$ cat config.mk
export PLATFORM = sky130hd
export DESIGN_NAME = psd_baseline_tracker
export DESIGN_NICKNAME = d
export VERILOG_FILES = /design/src/rtl/psd_pkg.sv /design/src/rtl/flex_counter.sv /design/src/rtl/psd_baseline_tracker.sv
export SDC_FILE = /design/constraint.sdc
export NUM_CORES = 1
export LEC_CHECK = 0
export ABC_AREA = 1
export BUFFER_PORTS_ARGS = -buffer_cell sky130_fd_sc_hd__buf_2
export CORE_MARGIN = 2
export CORE_UTILIZATION = 54
export CTS_BUF_LIST = sky130_fd_sc_hd__clkbuf_16
export DETAILED_ROUTE_END_ITERATION = 10
export MAX_ROUTING_LAYER = met4
export PLACE_DENSITY = 0.78
export SLEW_MARGIN = 10
export SYNTH_ARGS = -nofsm -noshare
export SYNTH_HDL_FRONTEND = slang
export SYNTH_HIERARCHICAL = 1
export SYNTH_SLANG_ARGS = --single-unit
$ cat constraint.sdc
create_clock -name clk -period 3.7 [get_ports clk]
set_input_delay 0.74 -clock clk [delete_from_list [all_inputs] [get_ports clk]]
set_output_delay 0.74 -clock clk [all_outputs]
set_load 0.02 [all_outputs]
$ cat src/rtl/psd_pkg.sv
// Shared types and sizing helpers for the PSD baseline tracker.
// Latency: n/a (declarations only).
// Backpressure: n/a (declarations only).
package psd_pkg;

    localparam int DATA_W_DEF   = 20;
    localparam int AVG_LOG2_DEF = 4;
    localparam int HOLDOFF_DEF  = 512;

    typedef enum logic [1:0] {
        ST_FILL  = 2'd0,
        ST_TRACK = 2'd1,
        ST_HOLD  = 2'd2
    } state_t;

    // Accumulator width: DATA_W plus one bit per doubling of the block size,
    // so a full block of maximum-valued samples cannot overflow.
    function automatic int acc_width(input int data_w, input int avg_log2);
        return data_w + avg_log2;
    endfunction

endpackage

$ cat src/rtl/flex_counter.sv
// Generic up-counter that wraps to 1 after reaching rollover_val, with a registered rollover flag.
// Latency: count_out and rollover_flag update on the clock edge after count_enable.
// Backpressure: none; clear has priority over count_enable.
module flex_counter #(
    parameter int NUM_CNT_BITS = 4
) (
    input  logic                    clk,
    input  logic                    nrst,
    input  logic                    clear,
    input  logic                    count_enable,
    input  logic [NUM_CNT_BITS-1:0] rollover_val,
    output logic [NUM_CNT_BITS-1:0] count_out,
    output logic                    rollover_flag
);

    logic [NUM_CNT_BITS-1:0] count_q, count_d;
    logic                    flag_q, flag_d;

    // Next count: clear wins, otherwise step and wrap back to 1 after the rollover value.
    always_comb begin
        count_d = count_q;
        flag_d  = flag_q;
        if (clear) begin
            count_d = '0;
            flag_d  = 1'b0;
        end else if (count_enable) begin
            if (count_q == rollover_val) begin
                count_d = NUM_CNT_BITS'(1);
            end else begin
                count_d = count_q + NUM_CNT_BITS'(1);
            end
            flag_d = (count_d == rollover_val);
        end
    end

    // Count and flag registers.
    always_ff @(posedge clk or negedge nrst) begin
        if (!nrst) begin
            count_q <= '0;
            flag_q  <= 1'b0;
        end else begin
            count_q <= count_d;
            flag_q  <= flag_d;
        end
    end

    assign count_out     = count_q;
    assign rollover_flag = flag_q;

endmodule

$ cat src/rtl/psd_baseline_tracker.sv
// Block-average baseline estimator with pulse trigger and post-pulse holdoff.
// Latency: baseline_value 1 cycle after the block-completing sample; pulse_start 1 cycle after the trigger sample.
// Backpressure: none; samples arriving during HOLD are dropped, sample_valid low simply stalls accumulation.
module psd_baseline_tracker
    import psd_pkg::*;
#(
    parameter int DATA_W   = DATA_W_DEF,
    parameter int AVG_LOG2 = AVG_LOG2_DEF,
    parameter int HOLDOFF  = HOLDOFF_DEF
) (
    input  logic              clk,
    input  logic              nrst,
    input  logic              sample_valid,
    input  logic [DATA_W-1:0] data_input,
    input  logic [DATA_W-1:0] trigger_threshold,
    output logic [DATA_W-1:0] baseline_value,
    output logic              baseline_valid,
    output logic              pulse_start,
    output logic              busy
);

    localparam int ACC_W = acc_width(DATA_W, AVG_LOG2);
    localparam int CNT_W = $clog2(HOLDOFF + 1);

    state_t              state_q, state_d;
    logic [ACC_W-1:0]    acc_q, acc_d;
    logic [AVG_LOG2-1:0] cnt_q, cnt_d;
    logic [DATA_W-1:0]   baseline_q, baseline_d;
    logic                baseline_valid_q, baseline_valid_d;
    logic                pulse_start_q, pulse_start_d;
    logic                busy_q, busy_d;

    logic [ACC_W-1:0]    acc_sum;
    logic [DATA_W-1:0]   block_avg;
    logic                block_done;
    logic [DATA_W:0]     trig_limit;
    logic                trig;

    logic                hold_cnt_clear;
    logic                hold_cnt_en;
    logic [CNT_W-1:0]    hold_cnt;
    logic                hold_flag;
    logic                hold_done;

    // Running sum, truncated block average, and the trigger compare; the compare is one
    // bit wider than the data so baseline + threshold can never wrap below a sample.
    always_comb begin
        acc_sum    = acc_q + ACC_W'(data_input);
        block_avg  = acc_sum[ACC_W-1:AVG_LOG2];
        block_done = (cnt_q == {AVG_LOG2{1'b1}});
        trig_limit = {1'b0, baseline_q} + {1'b0, trigger_threshold};
        trig       = (state_q == ST_TRACK) && sample_valid && ({1'b0, data_input} > trig_limit);
    end

    // Holdoff counter sits at zero outside HOLD; the trigger cycle counts as its first
    // step so the rollover flag lands on the HOLDOFF-th cycle of HOLD.
    always_comb begin
        hold_cnt_clear = (state_q != ST_HOLD) && !trig;
        hold_cnt_en    = trig || (state_q == ST_HOLD);
        hold_done      = hold_flag && (hold_cnt == CNT_W'(HOLDOFF));
    end

    flex_counter #(
        .NUM_CNT_BITS (CNT_W)
    ) u_hold_cnt (
        .clk           (clk),
        .nrst          (nrst),
        .clear         (hold_cnt_clear),
        .count_enable  (hold_cnt_en),
        .rollover_val  (CNT_W'(HOLDOFF)),
        .count_out     (hold_cnt),
        .rollover_flag (hold_flag)
    );

    // FSM next state: accumulate in FILL/TRACK, trigger out of TRACK, sit frozen in HOLD.
    always_comb begin
        state_d          = state_q;
        acc_d            = acc_q;
        cnt_d            = cnt_q;
        baseline_d       = baseline_q;
        baseline_valid_d = baseline_valid_q;
        pulse_start_d    = 1'b0;
        busy_d           = busy_q;
        case (state_q)
            ST_FILL, ST_TRACK: begin
                if (trig) begin
                    // Pulse wins over a block completing on the same sample; partial block is dropped.
                    acc_d         = '0;
                    cnt_d         = '0;
                    pulse_start_d = 1'b1;
                    busy_d        = 1'b1;
                    state_d       = ST_HOLD;
                end else if (sample_valid) begin
                    if (block_done) begin
                        baseline_d       = block_avg;
                        baseline_valid_d = 1'b1;
                        acc_d            = '0;
                        cnt_d            = '0;
                        state_d          = ST_TRACK;
                    end else begin
                        acc_d = acc_sum;
                        cnt_d = cnt_q + AVG_LOG2'(1);
                    end
                end
            end
            ST_HOLD: begin
                if (hold_done) begin
                    acc_d   = '0;
                    cnt_d   = '0;
                    busy_d  = 1'b0;
                    state_d = ST_TRACK;
                end
            end
            default: begin
                state_d = ST_FILL;
            end
        endcase
    end

    // All tracker state and registered outputs.
    always_ff @(posedge clk or negedge nrst) begin
        if (!nrst) begin
            state_q          <= ST_FILL;
            acc_q            <= '0;
            cnt_q            <= '0;
            baseline_q       <= '0;
            baseline_valid_q <= 1'b0;
            pulse_start_q    <= 1'b0;
            busy_q           <= 1'b0;
        end else begin
            state_q          <= state_d;
            acc_q            <= acc_d;
            cnt_q            <= cnt_d;
            baseline_q       <= baseline_d;
            baseline_valid_q <= baseline_valid_d;
            pulse_start_q    <= pulse_start_d;
            busy_q           <= busy_d;
        end
    end

    assign baseline_value = baseline_q;
    assign baseline_valid = baseline_valid_q;
    assign pulse_start    = pulse_start_q;
    assign busy           = busy_q;

endmodule

==> results.txt, run 1 <==
top cell type's share of synthesized area - 28.9%
Synth Flop Type - dfrtp_1
CTS tree - done
Finished Layout Cells - 1072
initial antenna violation count - 0
Tmin final - 4.12 ns
final setup margin - -0.418 ns
Die Wd - 105 um
run status - finished with violations
Crit. End Element - flop
mux contribution to synthesized area - 0%
Diodes inserted - 0
Pint - 2.81 mW
unrepaired setup endpoints after global routing - yes
Max VDD drop - 0.340 mV
CP max FO - 8
worst hold path depth - 1
Detailed Routing Iterations Pass 1 - 5
Net Sw Frac - 46.9%
final wirelength - 16600 um
Die Height - 105 um
Setup CP Type - primary input to flop
Synth cell types - 47
Final Power - 5.30 mW
Slew @ Worst Pin - 0.915 ns
largest family of logic cells by synthesized area - simple AND/OR/NAND/NOR gates
Area contributors post-synth - dfrtp_1 (29%), nand2_1 (16%), ha_1 (14%)
Max clock buf depth - 2
global-route wire length before repair - 26000 um
EDFF count, synth - 0
detailed placer's ending HPWL - 11900 um
Worst path slowest cell - fa_2
routed len/inst - 15.5 um
Vias - 5837
period utilization - 111%
Setup Viol. Count Final - 61
vias in the first global route - 5604
CP startpoint kind - primary input
Buffers on Ports - 65
most common library cell in the layout ignoring fill and taps - nand2_1
Site Rows - 36
Remaining DRCs - 0
most frequent cells in the layout - nand2_1 (212), inv_1 (70), buf_4 (67)
H-Tree Depth - 3
max-slew violation count - 0
xor and xnor fraction of the mapped netlist area - 7.26%
Slew Limit Headroom - 39.0%
fin nets - 1041
fmax - 243 MHz
Switching Power - 2.49 mW
Largest stage delay, worst path - 0.36 ns
Avg Inst Size Synth - 7.33 um^2
DP Cell Count - 1042
Die ar. - 11100 um^2
Area Overhead vs Synth - 34.4%
clock tree sinks - 64
worst r2r src - baseline_value[0]
Worst R2R Path Depth - 32
post-synthesis adder-cell area fraction - 14.7%
I/O Pins - 66
layout cells sized above 1 - 29.2%
Reg-to-Reg End - acc_q[12]
WHS Endpoint - baseline_valid
Lkg Pwr - 3.96 nW
Hold Buf Count CTS - 0
power density cells - 711 nW/um^2
Fin Clk Skew - 0.00638 ns
Starting Density - 56.2%
core box area - 9860 um^2
violated checks - setup timing
DRT iter0 DRCs - 422
Ys Warns - 6
DR vias/cell - 5.44
Yosys top cell by area - dfrtp_1
WP data arrival - 4.38 ns
fraction of registers with async set/reset - 100%
clock root cell - clkbuf_16
simple-gate share of the synthesized area - 27.2%
hold_sp - baseline_valid
total CTS buffers - 9
Compound-Gate Fraction of Synth Area - 15.0%
largest net degree at the start of global routing - 38
most used cell, CP - nand2_1
grt total ovfl - 0
DP Worst Slack - -0.754 ns
FF+latch count, synth - 64
Mapped Cells - 757
DRT antenna net count - 0
RePlAce Congestion - 0.954
max cap viols - 0
Overall Global Routing Usage - 30.1%
Setup TNS - -19.53 ns
Clock power frac - 18.0%
sequential fraction of the synthesis area - 28.9%
flop2flop setup slack - -0.37 ns
Gate power share - 61.2%
worst skew pair latency - 0.34 ns
Final Hold Vio Count - 0
mapped cell area - 5550 um^2
sequential power share - 20.8%
CTS clk-pin slew, worst paths - 0.06 ns
HP Class - flop to flop
CP required - 3.96 ns
==> sequential cells by signal, summed over array words and instances (netlist names) <==
name	cells
baseline_value	20
pulse_start	1
u_hold_cnt/count_out	10
acc_q	24
baseline_valid	1
busy	1
cnt_q	4
state_q	2
u_hold_cnt/rollover_flag	1
==> metal layers <==
layer | part of all wire [%] | wire (um) | global-route usage (%) | up-vias
li1 | - | - | - | 2832
met1 | 42 | 6950 | 38.3 | 2704
met2 | 47 | 7870 | 47.7 | 235
met3 | 6.9 | 1150 | 5.01 | 66
met4 | 3.7 | 607 | 12.6 | 0
met5 | 0 | 0 | - | -
==> worst max-delay path by stage <==
stage | start | endpoint | slack [ns] | depth (start not counted)
after floorplan | trigger_threshold[0] | u_hold_cnt/count_out[7] | -0.47 | 29
after global placement | trigger_threshold[0] | u_hold_cnt/rollover_flag | -0.64 | 33
after detailed placement | trigger_threshold[0] | u_hold_cnt/rollover_flag | -0.75 | 33
after CTS | trigger_threshold[0] | u_hold_cnt/rollover_flag | -0.26 | 37
after global routing | trigger_threshold[0] | u_hold_cnt/rollover_flag | -0.64 | 36
final | trigger_threshold[0] | acc_q[12] | -0.42 | 33
==> power groups by stage <==
stage / clock network (mW) / registers (mW) / logic (mW)
detailed placement: 0 / 1.10 / 2.80
CTS: 0.958 / 1.09 / 2.89
floorplan: 0 / 1.14 / 1.91
finish: 0.954 / 1.10 / 3.24
global placement: 0 / 1.08 / 2.72
global route: 0.993 / 1.13 / 3.56
==> through the flow <==
stage	utilization, %	cell area [um^2]	hold slack, ns
after global placement	67.8	6690	0.453
after detailed placement	67.8	6690	0.459
final	75.5	7450	0.488
after global routing	75.5	7450	0.518
after CTS	72.5	7150	0.484
after floorplan	-	5760	0.444
==> critical path: cells and delay by family <==
family | cells | cell delay [ns]
xor+xnor | 1 | 0.16
simple gates | 16 | 1.27
buf+inv | 8 | 0.77
fa+ha+maj | 3 | 0.81
compound gates | 5 | 0.60
==> cell families after synthesis <==
| logic type | count (synthesis) |
|---|---|
| DFF | 64 |
| xor gates and xnor gates | 46 |
| and+or+nand+nor | 352 |
| AOI/OAI and AO/OA | 139 |
| other | 2 |
| adders and majority gates | 64 |
| buffers and inverters | 90 |
==> cells in the mapped netlist, types with 5 or more instances <==
cell and count:
o21ai_2 16, nand4_1 8, xor2_1 26, o21ai_1 13, o22ai_1 10, xnor2_1 20
inv_1 76, a21oi_1 52, nor4_1 5, nand3_1 30, nand2_1 238, ha_1 62
nor2_1 43, dfrtp_1 64, nand2_2 7, o21ai_0 31
==> final cells by class <==
class / count / area (um^2)
Fill cell: 702 / 2410
Tap cell: 133 / 166
Clock inverter: 7 / 104
Sequential cell: 64 / 1600
Inverter: 82 / 325
Clock buffer: 9 / 225
Multi-Input combinational cell: 632 / 3980
Timing Repair Buffer: 145 / 1050
==> timing repair <==
action,4_1_cts,5_1_grt
endpoints found under the hold margin,0,0
pin swaps,15,14
gates cloned,1,2
resized for setup,15,68
buffers inserted,6,6
setup endpoints to repair,58,61
Note: power is estimated with default switching activity, not from simulation.
==> run 2, diff against run 1 <==
BUFFER_PORTS_ARGS = default   (was -buffer_cell sky130_fd_sc_hd__buf_2)
CORE_UTILIZATION = 59   (was 54)
DONT_BUFFER_PORTS = 1   (was default)
==> results.txt, run 2 (same netlist as run 1, synthesis figures left out) <==
Lkg Pwr - 3.74 nW
layout cells sized above 1 - 26.6%
Hold Slack - 0.105 ns
routed len/inst - 16.9 um
max cap viols - 0
Tmin final - 4.16 ns
Diodes inserted - 0
largest net degree at the start of global routing - 65
DRT antenna net count - 0
I/O Pins - 66
Slew @ Worst Pin - 0.522 ns
Max clock buf depth - 2
Final Power - 5.32 mW
Setup CP Type - flop to flop
Remaining DRCs - 0
run status - finished with violations
Vias - 5706
Die Wd - 101 um
Area Overhead vs Synth - 30.9%
power density cells - 733 nW/um^2
Buffers on Ports - 0
CP required - 3.89 ns
CP startpoint kind - flop
DRT iter0 DRCs - 383
Setup TNS - -19.42 ns
Max VDD drop - 0.401 mV
Largest stage delay, worst path - 0.42 ns
fmax - 241 MHz
period utilization - 112%
Starting Density - 60.3%
critical path endpoint - u_hold_cnt/count_out[0]
HP Class - primary input to async pin
most common library cell in the layout ignoring fill and taps - nand2_1
Overall Global Routing Usage - 32.5%
CTS clk-pin slew, worst paths - 0.06 ns
Reg-to-Reg End - u_hold_cnt/count_out[0]
CTS tree - done
Fin Clk Skew - 0.0112 ns
Die Height - 101 um
Die ar. - 10200 um^2
Worst R2R Path Depth - 31
total CTS buffers - 9
Hold Buf Count CTS - 0
global-route wire length before repair - 25500 um
H-Tree Depth - 3
DP Cell Count - 956
final wirelength - 16800 um
detailed placer's ending HPWL - 11200 um
most used cell, CP - nand2_1
unrepaired setup endpoints after global routing - yes
vias in the first global route - 5622
max reg flops - 24
Worst setup startpoint - baseline_value[0]
DR vias/cell - 5.75
clock tree sinks - 64
WP data arrival - 4.35 ns
Detailed Routing Iterations Pass 1 - 6
final setup margin - -0.456 ns
flop2flop setup slack - -0.46 ns
worst skew pair latency - 0.34 ns
Slew Limit Headroom - 65.1%
grt total ovfl - 0
Final Hold Vio Count - 0
Crit. End Element - flop
most frequent cells in the layout - nand2_1 (201), buf_4 (71), inv_1 (69)
worst r2r src - baseline_value[0]
RePlAce Congestion - 0.893
fin nets - 984
core box area - 9200 um^2
violated checks - setup timing
Filler Cells Inserted - 595
Setup Viol. Count Final - 63
max-slew violation count - 0
initial antenna violation count - 0
CP max FO - 6
Site Rows - 35
Most flops, register - acc_q
Worst path slowest cell - dfrtp_1
clock root cell - clkbuf_16
Finished Layout Cells - 993
-- run 2: cell types whose count changed in the layout (fill, tap and decap cells not counted), sizes merged --
| cell | before | now |
|---|---|---|
| buf | 143 | 87 |
| clkinvlp | 0 | 2 |
| bufinv | 2 | 1 |
| clkbuf | 11 | 10 |
| clkinv | 5 | 4 |
-- run 2: power breakdown --
| group | leakage, nW | internal, mW | total (mW) | switching, mW |
|---|---|---|---|---|
| combinational | 2.76 | 1.34 | 3.34 | 2.00 |
| sequential | 0.833 | 0.924 | 1.11 | 0.189 |
| clock | 0.141 | 0.521 | 0.865 | 0.344 |
-- run 2: layer usage --
layer	wire [um]	part of all wire, %	up-vias	track usage (%)
li1	-	-	2720	-
met1	6560	39	2709	37.2
met2	8590	51	211	56.6
met3	909	5.4	66	4.65
met4	728	4.3	0	14.4
met5	0	0	-	-
-- run 2: stage by stage --
step / instance area [um^2] / worst slack, ns / utilization, %
floorplan: 5760 / -0.472 / -
global placement: 6340 / -0.482 / 69.0
detailed placement: 6340 / -0.587 / 69.0
CTS: 6920 / -0.200 / 75.3
global route: 7260 / -0.683 / 79.0
finish: 7260 / -0.456 / 79.0
-- run 2: critical path: cells and delay by family (launching register included) --
| kind | cells | cell delay [ns] |
|---|---|---|
| simple gates | 14 | 1.27 |
| compound gates | 7 | 0.91 |
| fa+ha+maj | 3 | 0.87 |
| buf+inv | 6 | 0.46 |
| flops | 1 | 0.42 |
| xor+xnor | 1 | 0.11 |
-- run 2: final cells by class --
type / instances / area (um^2) / share of cell area, %
inverters: 82 / 328 / 4.51
flip-flops and latches: 64 / 1600 / 22.0
repair buffers: 88 / 801 / 11.0
clock inverters: 7 / 72.6 / 0.999
clock buffers: 9 / 225 / 3.10
multi-input cells: 632 / 4100 / 56.4
well taps: 111 / 139 / 1.91
-- run 2: worst min-delay path by stage --
stage	start	end	slack, ns	cells after the start
3_5_place_dp	nrst	u_hold_cnt/count_out[3]	0.45	0
3_3_place_gp	nrst	baseline_valid	0.45	0
6_report	nrst	u_hold_cnt/count_out[1]	0.11	0
5_1_grt	nrst	baseline_value[12]	0.08	0
4_1_cts	nrst	acc_q[21]	0.09	0
2_1_floorplan	nrst	acc_q[0]	0.44	0
-- run 2: timing repair --
item                       4_1_cts  5_1_grt
gates resized for setup         38       79
hold endpoints to repair         0        0
buffers inserted                 8       11
pin swaps                       15        9
setup endpoints to repair       53       63
gates cloned                     3        1
